File: src/rtl/posit_field_extract_if.sv
// Decode-stage bus: one posit word in, its split fields out one cycle later.
// The master side drives a word each cycle; the slave side is the decoder.
interface posit_field_extract_if #(
    parameter int N  = 32,
    parameter int ES = 2,
    parameter int RS = $clog2(N)
) ();
    logic                in_valid_i;
    logic [N-1:0]        In;
    logic                out_valid_o;
    logic                Sign;
    logic signed [RS:0]  k;
    logic [ES-1:0]       Exponent;
    logic [N-1:0]        Mantissa;
    logic [N-2:0]        InRemain;
    logic                NaR;
    logic                zero;

    modport master (
        output in_valid_i, In,
        input  out_valid_o, Sign, k, Exponent, Mantissa, InRemain, NaR, zero
    );

    modport slave (
        input  in_valid_i, In,
        output out_valid_o, Sign, k, Exponent, Mantissa, InRemain, NaR, zero
    );
endinterface

File: src/rtl/posit_field_extract.sv
// Posit decoder front end: splits a posit into sign, regime k, exponent and
// hidden-bit mantissa, registered once before the PPU arithmetic stages.
module posit_field_extract #(
    parameter int N  = 32,
    parameter int ES = 2,
    parameter int RS = $clog2(N)
) (
    input logic                  clk_i,
    input logic                  rst_ni,
    posit_field_extract_if.slave bus
);

    logic                sign_c;
    logic [N-2:0]        rem_c;
    logic [N-2:0]        run_x;
    logic                r0;
    logic [RS:0]         m;
    logic signed [RS:0]  k_c;
    logic [N-1:0]        shifted;
    logic [ES-1:0]       exp_c;
    logic [N-1:0]        mant_c;
    logic                is_zero;
    logic                is_nar;

    logic                valid_q;
    logic                sign_q;
    logic signed [RS:0]  k_q;
    logic [ES-1:0]       exp_q;
    logic [N-1:0]        mant_q;
    logic [N-2:0]        rem_q;
    logic                nar_q;
    logic                zero_q;

    always_comb begin
        sign_c  = bus.In[N-1];
        rem_c   = sign_c ? (N-1)'({N{1'b0}} - bus.In) : bus.In[N-2:0];
        r0      = rem_c[N-2];
        // Inverting a run of ones turns the regime into a leading-zero count.
        run_x   = r0 ? ~rem_c : rem_c;
        m       = (RS+1)'(N-1);
        for (int i = 0; i < N-1; i++) begin
            if (run_x[i]) begin
                m = (RS+1)'(N-2-i);
            end
        end
        k_c     = r0 ? signed'(m - (RS+1)'(1)) : -signed'(m);
        // Drop the regime run plus its terminator; the guard zero keeps N bits.
        shifted = {rem_c, 1'b0} << (m + (RS+1)'(1));
        exp_c   = shifted[N-1 -: ES];
        mant_c  = {1'b1, {(N-1){1'b0}}} | ((shifted << ES) >> 1);
        is_zero = (bus.In == '0);
        is_nar  = (bus.In == {1'b1, {(N-1){1'b0}}});
    end

    always_ff @(posedge clk_i) begin
        if (!rst_ni) begin
            valid_q <= 1'b0;
            sign_q  <= 1'b0;
            k_q     <= '0;
            exp_q   <= '0;
            mant_q  <= '0;
            rem_q   <= '0;
            nar_q   <= 1'b0;
            zero_q  <= 1'b0;
        end else begin
            valid_q <= bus.in_valid_i;
            if (bus.in_valid_i) begin
                sign_q <= sign_c;
                rem_q  <= rem_c;
                nar_q  <= is_nar;
                zero_q <= is_zero;
                if (is_zero || is_nar) begin
                    k_q    <= '0;
                    exp_q  <= '0;
                    mant_q <= '0;
                end else begin
                    k_q    <= k_c;
                    exp_q  <= exp_c;
                    mant_q <= mant_c;
                end
            end
        end
    end

    assign bus.out_valid_o = valid_q;
    assign bus.Sign        = sign_q;
    assign bus.k           = k_q;
    assign bus.Exponent    = exp_q;
    assign bus.Mantissa    = mant_q;
    assign bus.InRemain    = rem_q;
    assign bus.NaR         = nar_q;
    assign bus.zero        = zero_q;

endmodule

File: src/flat_wrapper.sv
// flat-port wrapper written by rule: the top's interface ports become plain ports
module posit_field_extract_flat 
#(
    parameter int N  = 32,
    parameter int ES = 2,
    parameter int RS = $clog2(N)
)
  (clk_i, rst_ni, bus_in_valid_i, bus_In, bus_out_valid_o, bus_Sign, bus_k, bus_Exponent, bus_Mantissa, bus_InRemain, bus_NaR, bus_zero);
  posit_field_extract_if #(.N(N), .ES(ES), .RS(RS)) bus_i ();
  input logic clk_i;
  input logic rst_ni;
  input wire logic [$bits(bus_i.in_valid_i)-1:0] bus_in_valid_i;
  input wire logic [$bits(bus_i.In)-1:0] bus_In;
  output wire logic [$bits(bus_i.out_valid_o)-1:0] bus_out_valid_o;
  output wire logic [$bits(bus_i.Sign)-1:0] bus_Sign;
  output wire logic [$bits(bus_i.k)-1:0] bus_k;
  output wire logic [$bits(bus_i.Exponent)-1:0] bus_Exponent;
  output wire logic [$bits(bus_i.Mantissa)-1:0] bus_Mantissa;
  output wire logic [$bits(bus_i.InRemain)-1:0] bus_InRemain;
  output wire logic [$bits(bus_i.NaR)-1:0] bus_NaR;
  output wire logic [$bits(bus_i.zero)-1:0] bus_zero;
  assign bus_i.in_valid_i = bus_in_valid_i;
  assign bus_i.In = bus_In;
  assign bus_out_valid_o = bus_i.out_valid_o;
  assign bus_Sign = bus_i.Sign;
  assign bus_k = bus_i.k;
  assign bus_Exponent = bus_i.Exponent;
  assign bus_Mantissa = bus_i.Mantissa;
  assign bus_InRemain = bus_i.InRemain;
  assign bus_NaR = bus_i.NaR;
  assign bus_zero = bus_i.zero;
  posit_field_extract #(.N(N), .ES(ES), .RS(RS)) u_core (.clk_i(clk_i), .rst_ni(rst_ni), .bus(bus_i));
endmodule
File: config.mk
export PLATFORM = sky130hd
export DESIGN_NAME = posit_field_extract_flat
export DESIGN_NICKNAME = d
export VERILOG_FILES = /design/src/rtl/posit_field_extract_if.sv /design/src/rtl/posit_field_extract.sv /design/src/flat_wrapper.sv
export SDC_FILE = /design/constraint.sdc
export NUM_CORES = 1
export LEC_CHECK = 0
export ABC_CLOCK_PERIOD_IN_PS = 12800
export BUFFER_PORTS_ARGS = -buffer_cell sky130_fd_sc_hd__clkbuf_2
export CORE_MARGIN = 2
export CORE_UTILIZATION = 25
export CTS_BUF_LIST = sky130_fd_sc_hd__clkbuf_4
export DETAILED_ROUTE_END_ITERATION = 10
export PLACE_DENSITY = 0.43
export SYNTH_ARGS = -nofsm -noshare
export SYNTH_HDL_FRONTEND = slang
export SYNTH_SLANG_ARGS = --single-unit
File: constraint.sdc
create_clock -name clk_i -period 12.8 [get_ports clk_i]
set_input_delay 3.84 -clock clk_i [delete_from_list [all_inputs] [get_ports clk_i]]
set_output_delay 3.84 -clock clk_i [all_outputs]
set_load 0.02 [all_outputs]
After elaboration in Yosys (flattened, before gate mapping):

Index checks and enable logic that the tools add are counted.

* register bits after elaboration: 75
* bits in latches: 0
* bits in writable memories: 0
* bits in read-only memories: 0
* bits of input ports: 35
* output and inout bits: 75
* logic and storage cells: 54
* memories: 0

* add/sub/neg operators: 4
* multiply operators: 0
* divide/modulo/power cells: 0
* order comparisons: 0
* equal/unequal tests: 1
* shift-type cells: 1
* mux-type cells: 37
* bitwise gates (word level): 1
* reduce and logical (&&, ||, !) cells: 2

Operator list (count)
* two-way mux 6 bit: 32
* two-way mux 31 bit: 2
* == test 32 bit, second input constant: 1
* logical NOT 32 bit: 1
* two-way mux 32 bit: 1
* left shift 32 x 6 -> 32 bit: 1
* NOT 31 bit: 1
* subtractor 1 x 31 -> 31 bit, first input constant: 1
* adder 6 x 1 -> 6 bit, second input constant: 1
* negation 6 bit: 1
* subtractor 6 x 1 -> 6 bit, second input constant: 1
* two-way mux 2 bit: 1
* logical OR 1 bit: 1
* two-way mux 1 bit: 1

Logic depth before layout (Yosys ltp):

* depth in word-level cells: 38
* gate-level depth with buffers: 27
* gate-level depth less buffers: 23

Worst setup path before layout:

Ideal clock, no wire load.

* path kind: input to register
* start: in bus_In[14]
* end: reg u_core.mant_q[29], in the netlist u_core.bus.Mantissa[29]
* setup time: 120 ps
* data arrival time: 8961 ps
* required time: 12680 ps
* slack: 3720 ps
* cell stages on the path: 20
* path buffers: 5
* cells stage by stage: buf_4 > nor4_2 > nand2_2 > o41ai_4 > xor2_1 > a2111oi_1 > o32ai_4 > o31a_4 > a21oi_4 > nor2_4 > buf_1 > ha_1 > clkbuf_1 > buf_1 > clkbuf_1 > o22ai_1 > a221oi_2 > a21oi_1 > a21o_1 > a211o_1

* longest elaborated chain between the ends: 37
* elaborated cells on any way between the ends: 41
* those cells by class: 2 x add/sub; 1 x eq/ne; 1 x shift; 34 x mux; 1 x bitwise; 2 x reduce/logical

RTL lines
* from (decl): line flat_wrapper.sv:13 `input wire logic [$bits(bus_i.In)-1:0] bus_In;`
* subtractor 1 x 31 -> 31 bit: line posit_field_extract.sv:36 `rem_c = sign_c ? (N-1)'({N{1'b0}} - bus.In) : bus.In[N-2:0];`
* two-way mux 31 bit: line posit_field_extract.sv:36
* two-way mux 31 bit: line posit_field_extract.sv:39 `run_x = r0 ? ~rem_c : rem_c;`
* two-way mux 1 bit: line posit_field_extract.sv:42 `if (run_x[i]) begin`
* two-way mux 6 bit (30 in series): line posit_field_extract.sv:42
* adder 6 x 1 -> 6 bit: line posit_field_extract.sv:48 `shifted = {rem_c, 1'b0} << (m + (RS+1)'(1));`
* left shift 32 x 6 -> 32 bit: line posit_field_extract.sv:48
* two-way mux 32 bit (*): line posit_field_extract.sv:72 `if (is_zero || is_nar) begin`
* to (signal assigned): line posit_field_extract.sv:79 `mant_q <= mant_c;`
* to (decl): line posit_field_extract.sv:29 `logic [N-1:0] mant_q;`

Mark *: on every way between the ends. The rest lies on a longest branch, timed or not.
A chain may end at the register's enable or synchronous reset.

Worst setup path in the final report:

* start: in bus_In[6]
* end: reg u_core.mant_q[19], in the netlist u_core.bus.Mantissa[19]

The elaborated chain is that of the path after synthesis.

==> key figures <==
Outcome
  • Status: finished, final reports clean

Clock network
  • H-Tree Depth: 3
  • CTS resizes: 0
  • Setup repair bufs after CTS: 0
  • Cts bufs inserted: 9
  • Hold_buf cts: 0
  • Clock buffer depth: 2
  • Clock Pin Slew Worst Setup and Hold Paths: 0.14 ns
  • Clock latency on the worst-skew pair: 0.45 ns
  • Root Buffer Master: clkbuf_4
  • CTS Sinks: 73
  • CTS tree: yes

STA
  • Worst Skew: 0 ns
  • Worst hold margin: 0.454 ns
  • Max-slew violations: 0
  • RSZ-0062 raised after global routing: no
  • Final period util: 0.827
  • Max Fclk: 94.5 MHz
  • Hold Vio Cnt, Final: 0
  • Finish-stage setup viols: 0
  • Slew @ Worst Pin: 1.03 ns
  • Fin crit period: 10.59 ns
  • Slew HR: 0.315
  • Final setup TNS: 0 ns

Placed design
  • Buffers on Ports: 107
  • Placed insts: 1385
  • Cell Area, Placed: 7980 um2
  • RePlAce Congestion: 0.899
  • HPWL Detailed: 22200 um

Power
  • Pwr per Cell Area: 134 nW/um2
  • Lkg Pwr: 2.95 nW
  • Peak supply drop: 0.0000518 V

Floorplan
  • I/O Pins: 110
  • Die area: 29900 um2
  • Core area: 27900 um2
  • Die height: 173 um
  • Initial Util: 0.256
  • Number of core rows: 61
  • Die X: 173 um

GRT
  • Pin count of the biggest net entering global routing: 69
  • GRT overflow: 0
  • Initial antenna violation count: 1
  • First-pass GRT wire length: 45000 um
  • Tot GR Track Use: 0.190
  • Vias in the first global route: 7304

Worst setup path
  • Crit end category: flop
  • Worst path slowest cell: nor4_2
  • Critical Path RT: 13.22 ns
  • Setup crit start kind: input pin
  • Crit Path Max Fanout: 22
  • CP most frequent cell: o21ai_0
  • Critical path class: input pin to flop
  • Max stage delay on crit path: 0.87 ns
  • Critical Path, Cell by Cell: clkbuf_2 -> nor4_2 -> nand2_1 -> o41ai_4 -> xor2_2 -> a2111oi_1 -> o32ai_4 -> o31a_4 -> a21oi_4 -> nor2_4 -> ha_1 -> inv_1 -> o21ai_0 -> a21oi_1 -> o21ai_0 -> mux2i_1 -> o21ai_0 -> a22o_1
  • CP arrival: 11.00 ns

Logic synthesis
  • Share of the yosys chip area belonging to registers: 0.205
  • Synth async-reset ratio: 0
  • Most frequent cell after synthesis: nor2_1
  • Syn_area_per_cell: 7.44 um2
  • Ranking of synthesized cells by area: dfxtp_1 (20%), nor2_1 (5.8%), a21oi_1 (5.3%)
  • Synth Instances: 959
  • Synth Cell Area: 7140 um2
  • Top cells by count, synth: nor2_1 (111), nand2_1 (84), a21oi_1 (75)
  • Yosys top cell area share: 0.205
  • Post-synthesis sequential element count: 73
  • EDFF count, synth: 0
  • Synth warn: 0
  • Synth area leader: dfxtp_1
  • Predominant post-synthesis flop cell: dfxtp_1
  • Netlist cell types: 97

Final layout
  • Layout cells sized above 1: 0.207
  • Layout Utilization: 0.291
  • Net count, final: 1057
  • Area growth syn-to-layout: 13.7%
  • Final instance area: 8120 um2
  • Non-filler instance count after layout: 1402

Route
  • Via count: 7802
  • Routed Antenna Nets: 0
  • First DRT Iteration DRCs: 631
  • DRC viols: 0
  • 1st-pass router iterations: 5
  • Post-DR wirelength/cell: 20.8 um
  • Vias per std cell: 5.56
  • Post-Route WL: 29200 um

Min path
  • Worst hold path type: flop to flop

Job
  • Max_cap viols: 0
-- final timing paths --
kind                           start                 endpoint  slack (ns)  depth (start not counted)
min          u_core.bus.Mantissa[17]  u_core.bus.Mantissa[17]        0.45                          2
max                        bus_In[6]  u_core.bus.Mantissa[19]        2.21                         18
max reg2reg  u_core.bus.Mantissa[29]  u_core.bus.Mantissa[29]       11.95                          2
min reg2reg  u_core.bus.Mantissa[17]  u_core.bus.Mantissa[17]        0.45                          2
-- routing by layer --
layer	part of all wire	track usage
met5	0	0
met4	0.030	0.0692
met3	0.056	0.0288
met2	0.44	0.294
met1	0.47	0.267
-- final cells by class --
class	instances	area, um2
Antenna cell	1	2.50
Clock buffer	9	67.6
Clock inverter	7	70.1
Fill cell	3132	19800
Inverter	12	45.0
Multi-Input combinational cell	792	5290
Sequential cell	73	1460
Tap cell	378	473
Timing Repair Buffer	130	708
-- state kept, by name, indices dropped and copies added, names as in the netlist --
register and cells:
u_core.bus.zero 1, u_core.bus.Mantissa 30, u_core.bus.Exponent 2, u_core.bus.out_valid_o 1, u_core.bus.k 6, u_core.bus.NaR 1
u_core.bus.Sign 1, u_core.bus.InRemain 31
-- layout by cell type (no fill, tap or decap), types with 8 or more instances in the layout --
cell / count
buf_4: 23
nand4_1: 9
nor4_1: 11
xor2_1: 21
a211oi_1: 43
o211ai_1: 14
nor3_1: 46
xnor2_1: 28
a21oi_1: 74
mux2i_1: 19
o31ai_1: 13
a31oi_1: 8
clkbuf_4: 9
o21ai_0: 39
nand2_1: 84
o22ai_1: 14
inv_1: 9
nand2b_1: 14
clkbuf_2: 107
nand3_1: 26
a32oi_1: 11
nor2_1: 111
a22oi_1: 12
or3_1: 14
dfxtp_1: 73
-- through the flow --
step / total power [W] / setup WS [ns]
6_report: 0.00109 / 2.21
5_1_grt: 0.00117 / 1.74
4_1_cts: 0.00109 / 2.36
3_5_place_dp: 0.000933 / 1.80
3_3_place_gp: 0.000936 / 1.88
2_1_floorplan: 0.000731 / 3.72
-- logic make-up after synthesis --
logic type,synth area share
and+or+nand+nor,0.259
adders and majority gates,0.00701
buffers and inverters,0.0608
muxes,0.0470
other,0.000525
DFF,0.205
AOI/OAI and AO/OA,0.348
xor gates and xnor gates,0.0729
-- where the power goes --
| part | switching [W] | leakage [nW] | internal (W) | total [W] |
|---|---|---|---|---|
| clock network | 0.0000937 | 0.0761 | 0.0000594 | 0.000153 |
| registers | 0.0000192 | 0.604 | 0.000260 | 0.000279 |
| logic | 0.000439 | 2.27 | 0.000215 | 0.000654 |
-- worst max-delay path, delay by kind of cell --
family	cells	cell delay, ns
AO/OA/AOI/OAI	10	4.30
AND/OR/NAND/NOR	3	1.57
buffers and inverters	2	0.42
adder cells (fa/ha/maj)	1	0.36
XOR/XNOR	1	0.26
multiplexers	1	0.21
Note: power is estimated with default switching activity, not from simulation.
